$ cat src/rtl/player_pkg.sv
// Shared definitions for the player input controller: action state encoding,
// facing-direction encoding and the default frame constants.
package player_pkg;

    // Action FSM encoding, also driven directly onto action_state.
    typedef enum logic [1:0] {
        ST_IDLE   = 2'd0,
        ST_ATTACK = 2'd1,
        ST_STUN   = 2'd2
    } action_state_t;

    // Most recently pressed horizontal direction.
    typedef enum logic {
        DIR_LEFT  = 1'b0,
        DIR_RIGHT = 1'b1
    } dir_t;

    // Default frame constants (counted in SCEN ticks).
    localparam int unsigned DEF_DEBOUNCE_FRAMES    = 2;
    localparam int unsigned DEF_JUMP_BUFFER_FRAMES = 4;
    localparam int unsigned DEF_ATTACK_FRAMES      = 20;
    localparam int unsigned DEF_STUN_FRAMES        = 15;
    localparam int unsigned DEF_CNT_WIDTH          = 5;

endpackage

$ cat src/rtl/btn_debounce.sv
// One button: 2-FF synchroniser followed by a debouncer that counts SCEN ticks.
// level is the debounced value; rise is high during the SCEN cycle on which the
// debounced value flips from 0 to 1, so frame-rate logic can act on it that tick.
module btn_debounce
    import player_pkg::*;
#(
    parameter int unsigned DEBOUNCE_FRAMES = DEF_DEBOUNCE_FRAMES,
    parameter int unsigned CNT_WIDTH       = DEF_CNT_WIDTH
) (
    input  logic clk,
    input  logic reset_n,
    input  logic scen,
    input  logic btn_raw,
    output logic level,
    output logic rise
);

    localparam logic [CNT_WIDTH-1:0] FlipCnt = CNT_WIDTH'(DEBOUNCE_FRAMES - 1);

    logic [1:0]           sync_q;
    logic                 level_q;
    logic [CNT_WIDTH-1:0] cnt_q;
    logic                 differ;
    logic                 flip;

    assign differ = (sync_q[1] != level_q);
    // The SCEN that would bring the count up to DEBOUNCE_FRAMES flips the level.
    assign flip   = scen && differ && (cnt_q == FlipCnt);

    // Two-flop synchroniser for the asynchronous pin.
    always_ff @(posedge clk or negedge reset_n) begin
        if (!reset_n) begin
            sync_q <= 2'b00;
        end else begin
            sync_q <= {sync_q[0], btn_raw};
        end
    end

    // Count SCEN ticks while the synchronised value disagrees; flip after enough.
    always_ff @(posedge clk or negedge reset_n) begin
        if (!reset_n) begin
            level_q <= 1'b0;
            cnt_q   <= '0;
        end else if (!differ) begin
            cnt_q <= '0;
        end else if (flip) begin
            level_q <= sync_q[1];
            cnt_q   <= '0;
        end else if (scen) begin
            cnt_q <= cnt_q + CNT_WIDTH'(1);
        end
    end

    assign level = level_q;
    assign rise  = flip && sync_q[1];

endmodule

$ cat src/rtl/player_input_ctrl.sv
// Player input controller: debounces the four buttons, resolves left/right as
// last-pressed-wins, buffers jump requests and runs the idle/attack/stun FSM
// that gates movement commands.
// Build option: define PLAYER_CTRL_AIR_ATTACK_EN to allow attacks while airborne
// (movement stays enabled during an airborne attack so the jump arc completes).
module player_input_ctrl
    import player_pkg::*;
#(
    parameter int unsigned DEBOUNCE_FRAMES    = DEF_DEBOUNCE_FRAMES,
    parameter int unsigned JUMP_BUFFER_FRAMES = DEF_JUMP_BUFFER_FRAMES,
    parameter int unsigned ATTACK_FRAMES      = DEF_ATTACK_FRAMES,
    parameter int unsigned STUN_FRAMES        = DEF_STUN_FRAMES,
    parameter int unsigned CNT_WIDTH          = DEF_CNT_WIDTH
) (
    input  logic       clk,
    input  logic       reset_n,
    input  logic       SCEN,
    input  logic       btn_left,
    input  logic       btn_right,
    input  logic       btn_jump,
    input  logic       btn_attack,
    input  logic       jump_active,
    input  logic       hit_stun,
    output logic       move_enable,
    output logic       move_left,
    output logic       move_right,
    output logic       jump,
    output logic       attack_start,
    output logic [1:0] action_state
);

`ifdef PLAYER_CTRL_AIR_ATTACK_EN
    localparam bit AirAttack = 1'b1;
`else
    localparam bit AirAttack = 1'b0;
`endif

    logic left_lvl, left_rise;
    logic right_lvl, right_rise;
    logic jump_lvl, jump_rise;
    logic attack_lvl, attack_rise;

    action_state_t        state_q;
    logic [CNT_WIDTH-1:0] act_cnt_q;
    logic                 attack_start_q;
    logic                 jump_pend_q;
    logic [CNT_WIDTH-1:0] jump_cnt_q;
    dir_t                 last_dir_q;

    logic in_idle;
    logic attack_ok;
    logic go_attack;
    logic unused_levels;

    btn_debounce #(
        .DEBOUNCE_FRAMES(DEBOUNCE_FRAMES),
        .CNT_WIDTH      (CNT_WIDTH)
    ) u_db_left (
        .clk    (clk),
        .reset_n(reset_n),
        .scen   (SCEN),
        .btn_raw(btn_left),
        .level  (left_lvl),
        .rise   (left_rise)
    );

    btn_debounce #(
        .DEBOUNCE_FRAMES(DEBOUNCE_FRAMES),
        .CNT_WIDTH      (CNT_WIDTH)
    ) u_db_right (
        .clk    (clk),
        .reset_n(reset_n),
        .scen   (SCEN),
        .btn_raw(btn_right),
        .level  (right_lvl),
        .rise   (right_rise)
    );

    btn_debounce #(
        .DEBOUNCE_FRAMES(DEBOUNCE_FRAMES),
        .CNT_WIDTH      (CNT_WIDTH)
    ) u_db_jump (
        .clk    (clk),
        .reset_n(reset_n),
        .scen   (SCEN),
        .btn_raw(btn_jump),
        .level  (jump_lvl),
        .rise   (jump_rise)
    );

    btn_debounce #(
        .DEBOUNCE_FRAMES(DEBOUNCE_FRAMES),
        .CNT_WIDTH      (CNT_WIDTH)
    ) u_db_attack (
        .clk    (clk),
        .reset_n(reset_n),
        .scen   (SCEN),
        .btn_raw(btn_attack),
        .level  (attack_lvl),
        .rise   (attack_rise)
    );

    // Jump and attack act only on their edges; their levels are not needed.
    assign unused_levels = ^{jump_lvl, attack_lvl};

    assign in_idle   = (state_q == ST_IDLE);
    assign attack_ok = attack_rise && (!jump_active || AirAttack);
    // A hit on the same cycle takes priority over starting an attack.
    assign go_attack = SCEN && in_idle && attack_ok && !hit_stun;

    // Action FSM: hit_stun acts on any cycle, everything else on SCEN.
    always_ff @(posedge clk or negedge reset_n) begin
        if (!reset_n) begin
            state_q        <= ST_IDLE;
            act_cnt_q      <= '0;
            attack_start_q <= 1'b0;
        end else begin
            attack_start_q <= 1'b0;
            if (hit_stun) begin
                state_q   <= ST_STUN;
                act_cnt_q <= CNT_WIDTH'(STUN_FRAMES);
            end else if (SCEN) begin
                unique case (state_q)
                    ST_IDLE: begin
                        if (go_attack) begin
                            state_q        <= ST_ATTACK;
                            act_cnt_q      <= CNT_WIDTH'(ATTACK_FRAMES);
                            attack_start_q <= 1'b1;
                        end
                    end
                    ST_ATTACK, ST_STUN: begin
                        if (act_cnt_q <= CNT_WIDTH'(1)) begin
                            state_q   <= ST_IDLE;
                            act_cnt_q <= '0;
                        end else begin
                            act_cnt_q <= act_cnt_q - CNT_WIDTH'(1);
                        end
                    end
                    default: begin
                        state_q   <= ST_IDLE;
                        act_cnt_q <= '0;
                    end
                endcase
            end
        end
    end

    // Jump buffer: armed by a debounced edge in IDLE, dropped on use or timeout.
    always_ff @(posedge clk or negedge reset_n) begin
        if (!reset_n) begin
            jump_pend_q <= 1'b0;
            jump_cnt_q  <= '0;
        end else if (hit_stun || go_attack) begin
            jump_pend_q <= 1'b0;
            jump_cnt_q  <= '0;
        end else if (in_idle && jump_rise) begin
            jump_pend_q <= 1'b1;
            jump_cnt_q  <= CNT_WIDTH'(JUMP_BUFFER_FRAMES);
        end else if (SCEN && jump_pend_q) begin
            if (move_enable && !jump_active) begin
                // Movement block takes the jump this frame.
                jump_pend_q <= 1'b0;
                jump_cnt_q  <= '0;
            end else if (jump_cnt_q <= CNT_WIDTH'(1)) begin
                jump_pend_q <= 1'b0;
                jump_cnt_q  <= '0;
            end else begin
                jump_cnt_q <= jump_cnt_q - CNT_WIDTH'(1);
            end
        end
    end

    // Remember the most recent debounced press; right wins a same-tick tie.
    always_ff @(posedge clk or negedge reset_n) begin
        if (!reset_n) begin
            last_dir_q <= DIR_LEFT;
        end else if (right_rise) begin
            last_dir_q <= DIR_RIGHT;
        end else if (left_rise) begin
            last_dir_q <= DIR_LEFT;
        end
    end

    // Movement commands, gated so only IDLE can walk or jump.
    always_comb begin
        move_enable = in_idle || (AirAttack && (state_q == ST_ATTACK) && jump_active);
        move_left   = in_idle && left_lvl && (!right_lvl || (last_dir_q == DIR_LEFT));
        move_right  = in_idle && right_lvl && (!left_lvl || (last_dir_q == DIR_RIGHT));
        jump        = in_idle && jump_pend_q;
    end

    assign attack_start = attack_start_q;
    assign action_state = state_q;

endmodule

$ cat config.mk
export PLATFORM = sky130hd
export DESIGN_NAME = player_input_ctrl
export DESIGN_NICKNAME = d
export VERILOG_FILES = /design/src/rtl/player_pkg.sv /design/src/rtl/btn_debounce.sv /design/src/rtl/player_input_ctrl.sv
export SDC_FILE = /design/constraint.sdc
export NUM_CORES = 1
export LEC_CHECK = 0
export BUFFER_PORTS_ARGS = -buffer_cell sky130_fd_sc_hd__buf_4
export CAP_MARGIN = 20
export CORE_MARGIN = 3
export CORE_UTILIZATION = 60
export CTS_CLUSTER_SIZE = 30
export DETAILED_ROUTE_END_ITERATION = 10
export PLACE_DENSITY = 0.79
export RECOVER_POWER = 50
export SLEW_MARGIN = 5
export SYNTH_ARGS = -nofsm -noshare
export SYNTH_HDL_FRONTEND = slang
export SYNTH_HIERARCHICAL = 1
export SYNTH_SLANG_ARGS = --single-unit
$ cat constraint.sdc
create_clock -name clk -period 2.9 [get_ports clk]
set_input_delay 0.58 -clock clk [delete_from_list [all_inputs] [get_ports clk]]
set_output_delay 0.58 -clock clk [all_outputs]
set_load 0.01 [all_outputs]
**Yosys cells after proc, flatten, opt, wreduce, memory -nomap -nowiden**

Index checks and enable logic that the tools add are counted.
Widths: inputs -> output; s select.

- Bits in registers: 47

- Order comparisons: 2
- Reduce and logical (&&, ||, !) cells: 44
- Equality and inequality tests: 16
- Add/sub/neg operators: 6
- Mux-type cells: 38
- Bitwise gates (word level): 1

Operators by type and width:

| operator | number |
|---|---|
| $mux 5 | 21 |
| $logic_and 1x1->1 | 24 |
| $add 5x1->5 const B | 4 |
| $eq 5x1->1 const B | 4 |
| $ne 3x3->1 const B | 5 |
| $reduce_and 2->1 | 6 |
| $mux 1 | 11 |
| $le 5x1->1 const B | 2 |
| $pmux 5 s2 | 1 |
| $sub 5x1->5 const B | 2 |
| $mux 2 | 4 |
| $logic_not 1->1 | 4 |
| $ne 1x1->1 | 4 |
| $pmux 2 s2 | 1 |
| $reduce_bool 2->1 | 2 |
| $reduce_bool 4->1 | 1 |
| $logic_or 1x1->1 | 3 |
| $ne 3x2->1 const B | 1 |
| $reduce_and 3->1 | 1 |
| $reduce_bool 3->1 | 1 |
| $eq 2x1->1 const B | 1 |
| $eq 2x2->1 const B | 1 |
| $logic_not 2->1 | 1 |
| $reduce_or 2->1 | 1 |
| $not 1->1 | 1 |

**Depth between registers and ports, before layout**

- Word-level depth: 11
- Mapped depth: 10
- Mapped depth without buffers: 9

**Hierarchy**

The synthesis kept the hierarchy.

Modules (own cells, without submodules):

| module | area an instance (um^2) | seq. area each (um^2) | times used | cells each |
|---|---|---|---|---|
| btn_debounce | 384.1 | 200.2 | 4 | 33 |
| player_input_ctrl | 967.2 | 375.4 | 1 | 112 |

**Worst setup path before layout**

Ideal clock, no wire load.

- Path kind: register to register
- From: register u_db_jump.cnt_q[1]
- To: register jump_cnt_q[4]
- Setup slack: 874 ps
- Cell stages (with the launch flop): 10
- Arrival time: 1953 ps
- Required time: 2827 ps
- Period minus slack after synthesis: 2026 ps
- Setup time: 73 ps
- Path through: dfrtp_1 -> inv_1 -> ha_1 -> nor4b_2 -> nand2_1 -> nor3b_1 -> a211oi_1 -> and2_1 -> or3_1 -> a21oi_2

- Cells in the longest elaborated chain, start to end: 6
- Elaborated cells on any way between the ends: 7
- Those cells by class: eq/ne: 1; mux: 2; reduce/logical: 4

RTL lines:

| what | line | RTL |
|---|---|---|
| start: declaration | btn_debounce.sv:22 | `logic [CNT_WIDTH-1:0] cnt_q;` |
| start signal: assignment | btn_debounce.sv:50 | `cnt_q <= cnt_q + CNT_WIDTH'(1);` |
| $eq 5x1->1 (*) | btn_debounce.sv:28 | `assign flip = scen && differ && (cnt_q == FlipCnt);` |
| $logic_and 1x1->1 (*) | btn_debounce.sv:28 |  |
| $logic_and 1x1->1 (*) | btn_debounce.sv:55 | `assign rise = flip && sync_q[1];` |
| via jump_rise | player_input_ctrl.sv:40 | `logic jump_lvl, jump_rise;` |
| $logic_and 1x1->1 (*) | player_input_ctrl.sv:156 | `end else if (in_idle && jump_rise) begin` |
| $mux 5 | player_input_ctrl.sv:156 |  |
| $mux 5 | player_input_ctrl.sv:153 | `end else if (hit_stun \|\| go_attack) begin` |
| end signal: assignment | player_input_ctrl.sv:158 | `jump_cnt_q <= CNT_WIDTH'(JUMP_BUFFER_FRAMES);` |
| end signal: assignment | player_input_ctrl.sv:168 | `jump_cnt_q <= jump_cnt_q - CNT_WIDTH'(1);` |
| end: declaration | player_input_ctrl.sv:47 | `logic [CNT_WIDTH-1:0] jump_cnt_q;` |

Mark *: on every way through the listed nets, which the timed path passes. The rest lies on a longest branch.
A chain may end at the register's enable or synchronous reset.

**Final worst setup path**

Same ends and word-level chain as after synthesis.

==> load_flow_metrics.sql <==
INSERT INTO impl_metrics (metric_group, metric, value, unit) VALUES
('layout', 'antennaDiodeCount', '0', ''),
('global_routing', 'global_route.overflow_total', '0', ''),
('sta', 'timing.final.max_slew_violations', '0', ''),
('global_routing', 'global_route.usage.total', '0.1999', ''),
('worst_setup_path', 'crit_path_end_kind', 'flop', ''),
('yosys', 'netlist_top_cells_area', 'sky130_fd_sc_hd__dfrtp_1 47%, sky130_fd_sc_hd__ha_1 7.0%, sky130_fd_sc_hd__a21oi_1 3.4%', ''),
('die', 'io_pins', '16', ''),
('yosys', 'yosysTopAreaCell', 'sky130_fd_sc_hd__dfrtp_1', ''),
('worst_setup_path', 'critical_path_required', '3130', 'ps'),
('hold_path', 'hold_path_class', 'flop to flop', ''),
('sta', 'maximum_clock_rate', '426.1', 'MHz'),
('die', 'die_outline_height', '70.60', 'um'),
('yosys', 'post_synth_num_cell_types', '41', ''),
('sta', 'post-route-min-period', '2347', 'ps'),
('layout', 'fraction_of_layout_cells_with_a_size_suffix_above_1', '0.1591', ''),
('placement', 'place_congestion', '0.8724', ''),
('sta', 'relSlewSlack', '0.2508', ''),
('cts', 'post_cts_resize_count', '0', ''),
('detailed_routing', 'first_pass_iteration_count_of_the_detailed_router', '4', ''),
('yosys', 'syn-instance-count', '244', ''),
('die', 'floorplan.die_area', '4984', 'um^2'),
('cts', 'tritoncts', 'yes', ''),
('cts', 'cts.htree.levels', '2', ''),
('yosys', 'synth_fp_nets', '267', ''),
('detailed_routing', 'drtIter0Drc', '99', ''),
('cts', 'worst_skew_pair.late_latency', '290', 'ps'),
('yosys', 'post-synth-top-area-fraction', '0.4698', ''),
('yosys', 'synth_top_family_by_area', 'simple AND/OR/NAND/NOR gates', ''),
('status', 'outcome', 'complete, no violations', ''),
('hold_path', 'hold_depth', '0', ''),
('global_routing', 'number_of_antenna_violations_at_the_first_check_in_global_routing', '0', ''),
('sta', 'tightest_slew', '1124', 'ps'),
('layout', 'final_net_count', '287', ''),
('sta', 'finalHoldViolations', '0', ''),
('worst_setup_path', 'worstPathMaxFanout', '4', ''),
('worst_setup_path', 'worstSetupPathType', 'flop to flop', ''),
('yosys', 'synth_simple_gate_area_share', '0.2304', ''),
('detailed_routing', 'vias', '1842', ''),
('die', 'rows', '22', ''),
('worst_setup_path', 'critPathSlowestCell', 'sky130_fd_sc_hd__nor3b_1', ''),
('cts', 'cts.root.buffer_cell', 'sky130_fd_sc_hd__clkbuf_8', ''),
('yosys', 'synthesis.yosys.warnings', '6', ''),
('yosys', 'syn_area_per_cell', '10.26', 'um^2'),
('pwr', 'peakVddDrop', '0.3065', 'mV'),
('global_routing', 'wire_length_of_the_first_global_routing_pass', '8.114', 'mm'),
('sta', 'setup_viol_count_final', '0', ''),
('die', 'floorplan.core_area', '3826', 'um^2'),
('placement', 'post-dp-hpwl', '3.187', 'mm'),
('detailed_routing', 'route.final.wire_length', '4.544', 'mm'),
('layout', 'area_growth', '10.69', '%'),
('worst_setup_path', 'worst_ep_arrival_time', '2580', 'ps'),
('cts', 'cts_num_sinks', '47', ''),
('detailed_routing', 'ant_nets', '0', ''),
('yosys', 'synth_mux_area_frac', '0.01799', ''),
('die', 'chipWidth', '70.60', 'um'),
('worst_setup_path', 'cp_slowest_stage_delay', '500', 'ps'),
('pwr', 'power.static_leakage', '1.187', 'nW'),
('sta', 'finalCritPeriodShare', '0.8092', ''),
('worst_setup_path', 'critical_path.cell_chain', 'inv_1 > ha_1 > nor4b_2 > nand2_1 > nor3b_1 > a211oi_1 > and2_1 > or3_1 > a21oi_2', ''),
('yosys', 'netlist_area', '2504', 'um^2'),
('yosys', 'synth-xor-area-share', '0.04548', ''),
('global_routing', 'grt_max_degree', '48', ''),
('global_routing', 'number_of_global_route_vias_before_repair', '1818', ''),
('sta', 'fin_tns_setup', '0', 'ps'),
('sta', 'final.hold.worst_slack', '355.8', 'ps'),
('pwr', 'p_per_area', '670.6', 'nW/um^2'),
('worst_setup_path', 'critPathLaunchType', 'flop', ''),
('sta', 'unrepaired_setup_endpoints_after_global_routing', 'false', ''),
('detailed_routing', 'wire_per_inst', '14.56', 'um'),
('die', 'initial_core_util', '0.6543', ''),
('worst_setup_path', 'ff2ff_path_depth', '9', '');
[cells in the final DEF, fill, tap and decap left out, drive strengths merged, types with 5 or more instances in the layout]
master	n
dfrtp	47
inv	15
nand4	10
nor2b	7
xnor2	5
nand3b	5
ha	14
or3	8
nor2	22
clkbuf	10
o21ai	9
nand2	19
xor2	8
buf	11
nand2b	8
a21oi	18
[synthesized netlist by cell type (all sizes together)]
cell / n
nand2: 19
o41ai: 1
xor2: 8
a31oi: 2
o311ai: 2
xnor2: 5
buf: 2
o22ai: 2
nand2b: 8
o21bai: 4
a2bb2oi: 4
o31ai: 1
ha: 14
and2: 1
o21ai: 9
inv: 15
o21ba: 1
a221o: 1
nand3: 1
nor3: 2
mux2: 4
nor2: 22
a21oi: 18
nand3b: 5
or4b: 4
nand4: 10
nor2b: 7
a211oi: 4
or3: 8
clkbuf: 1
nor4b: 4
dfrtp: 47
o31a: 1
a22oi: 3
nor3b: 4
[path summary, 6_finish.rpt]
path | to | from | slack, ps
worst min register to register | u_db_left/sync_q[1]$_DFF_PN0_ | u_db_left/sync_q[0]$_DFF_PN0_ | 360
worst min-delay path | u_db_left/sync_q[1]$_DFF_PN0_ | u_db_left/sync_q[0]$_DFF_PN0_ | 360
max in group asynchronous | action_state[1]$_DFFE_PN0P_ | reset_n | 1710
worst max-delay path | jump_cnt_q[4]$_DFFE_PN0P_ | u_db_jump/cnt_q[1]$_DFFE_PN0P_ | 550
worst max register to register | jump_cnt_q[4]$_DFFE_PN0P_ | u_db_jump/cnt_q[1]$_DFFE_PN0P_ | 550
min in group asynchronous | u_db_left/cnt_q[4]$_DFFE_PN0P_ | reset_n | 480
[cells by family after synthesis]
kind of cell	Yosys count
AOI/OAI and AO/OA	53
xor gates and xnor gates	13
adders and majority gates	14
buffers and inverters	18
DFF	47
muxes	4
and+or+nand+nor	95
[through the flow]
step	setup slack, ps	total power, mW	area (um^2)	utilization	std cells
global route	311.4	1.993	2771	0.7243	312
CTS	533.3	1.877	2774	0.7250	312
global placement	625.2	1.388	2668	0.6972	305
finish	553.3	1.858	2771	0.7243	312
detailed placement	539.7	1.407	2668	0.6972	305
floorplan	874.2	1.277	2504	-	244
[registers in the layout, summed over array words and instances (netlist names), 5 cells and up]
signal             cells
act_cnt_q              5
jump_cnt_q             5
u_db_attack/cnt_q      5
u_db_jump/cnt_q        5
u_db_left/cnt_q        5
u_db_right/cnt_q       5
[power by group]
group | leakage, nW | switching [mW] | internal (mW) | total [mW]
Sequential | 0.598 | 0.118 | 0.764 | 0.882
Clock | 0.0502 | 0.205 | 0.252 | 0.457
Combinational | 0.539 | 0.254 | 0.265 | 0.520
[cell type report]
cell class | instances | area (um^2)
multi-input combinational | 179 | 1255
sequential | 47 | 1176
fill | 274 | 1055
clock buffer | 5 | 68.82
clock inverter | 2 | 37.54
inverter | 15 | 56.30
tap | 48 | 60.06
timing repair buffer | 16 | 117.6
[critical path: cells and delay by family, from the launching register on]
| family | cells | cell delay [ps] |
|---|---|---|
| fa+ha+maj | 1 | 150 |
| compound gates | 2 | 250 |
| simple gates | 5 | 1400 |
| buf+inv | 1 | 80 |
| flops | 1 | 410 |
[layer usage]
| metal | share of wire | vias up | GRT usage |
|---|---|---|---|
| met5 | 0 | - | 0 |
| met4 | 0.015 | 0 | 0.06681 |
| met3 | 0.043 | 8 | 0.04972 |
| met2 | 0.48 | 41 | 0.3285 |
| met1 | 0.46 | 887 | 0.2610 |
| li1 | - | 906 | - |
No activity file was read; power rests on OpenSTA's default activity.
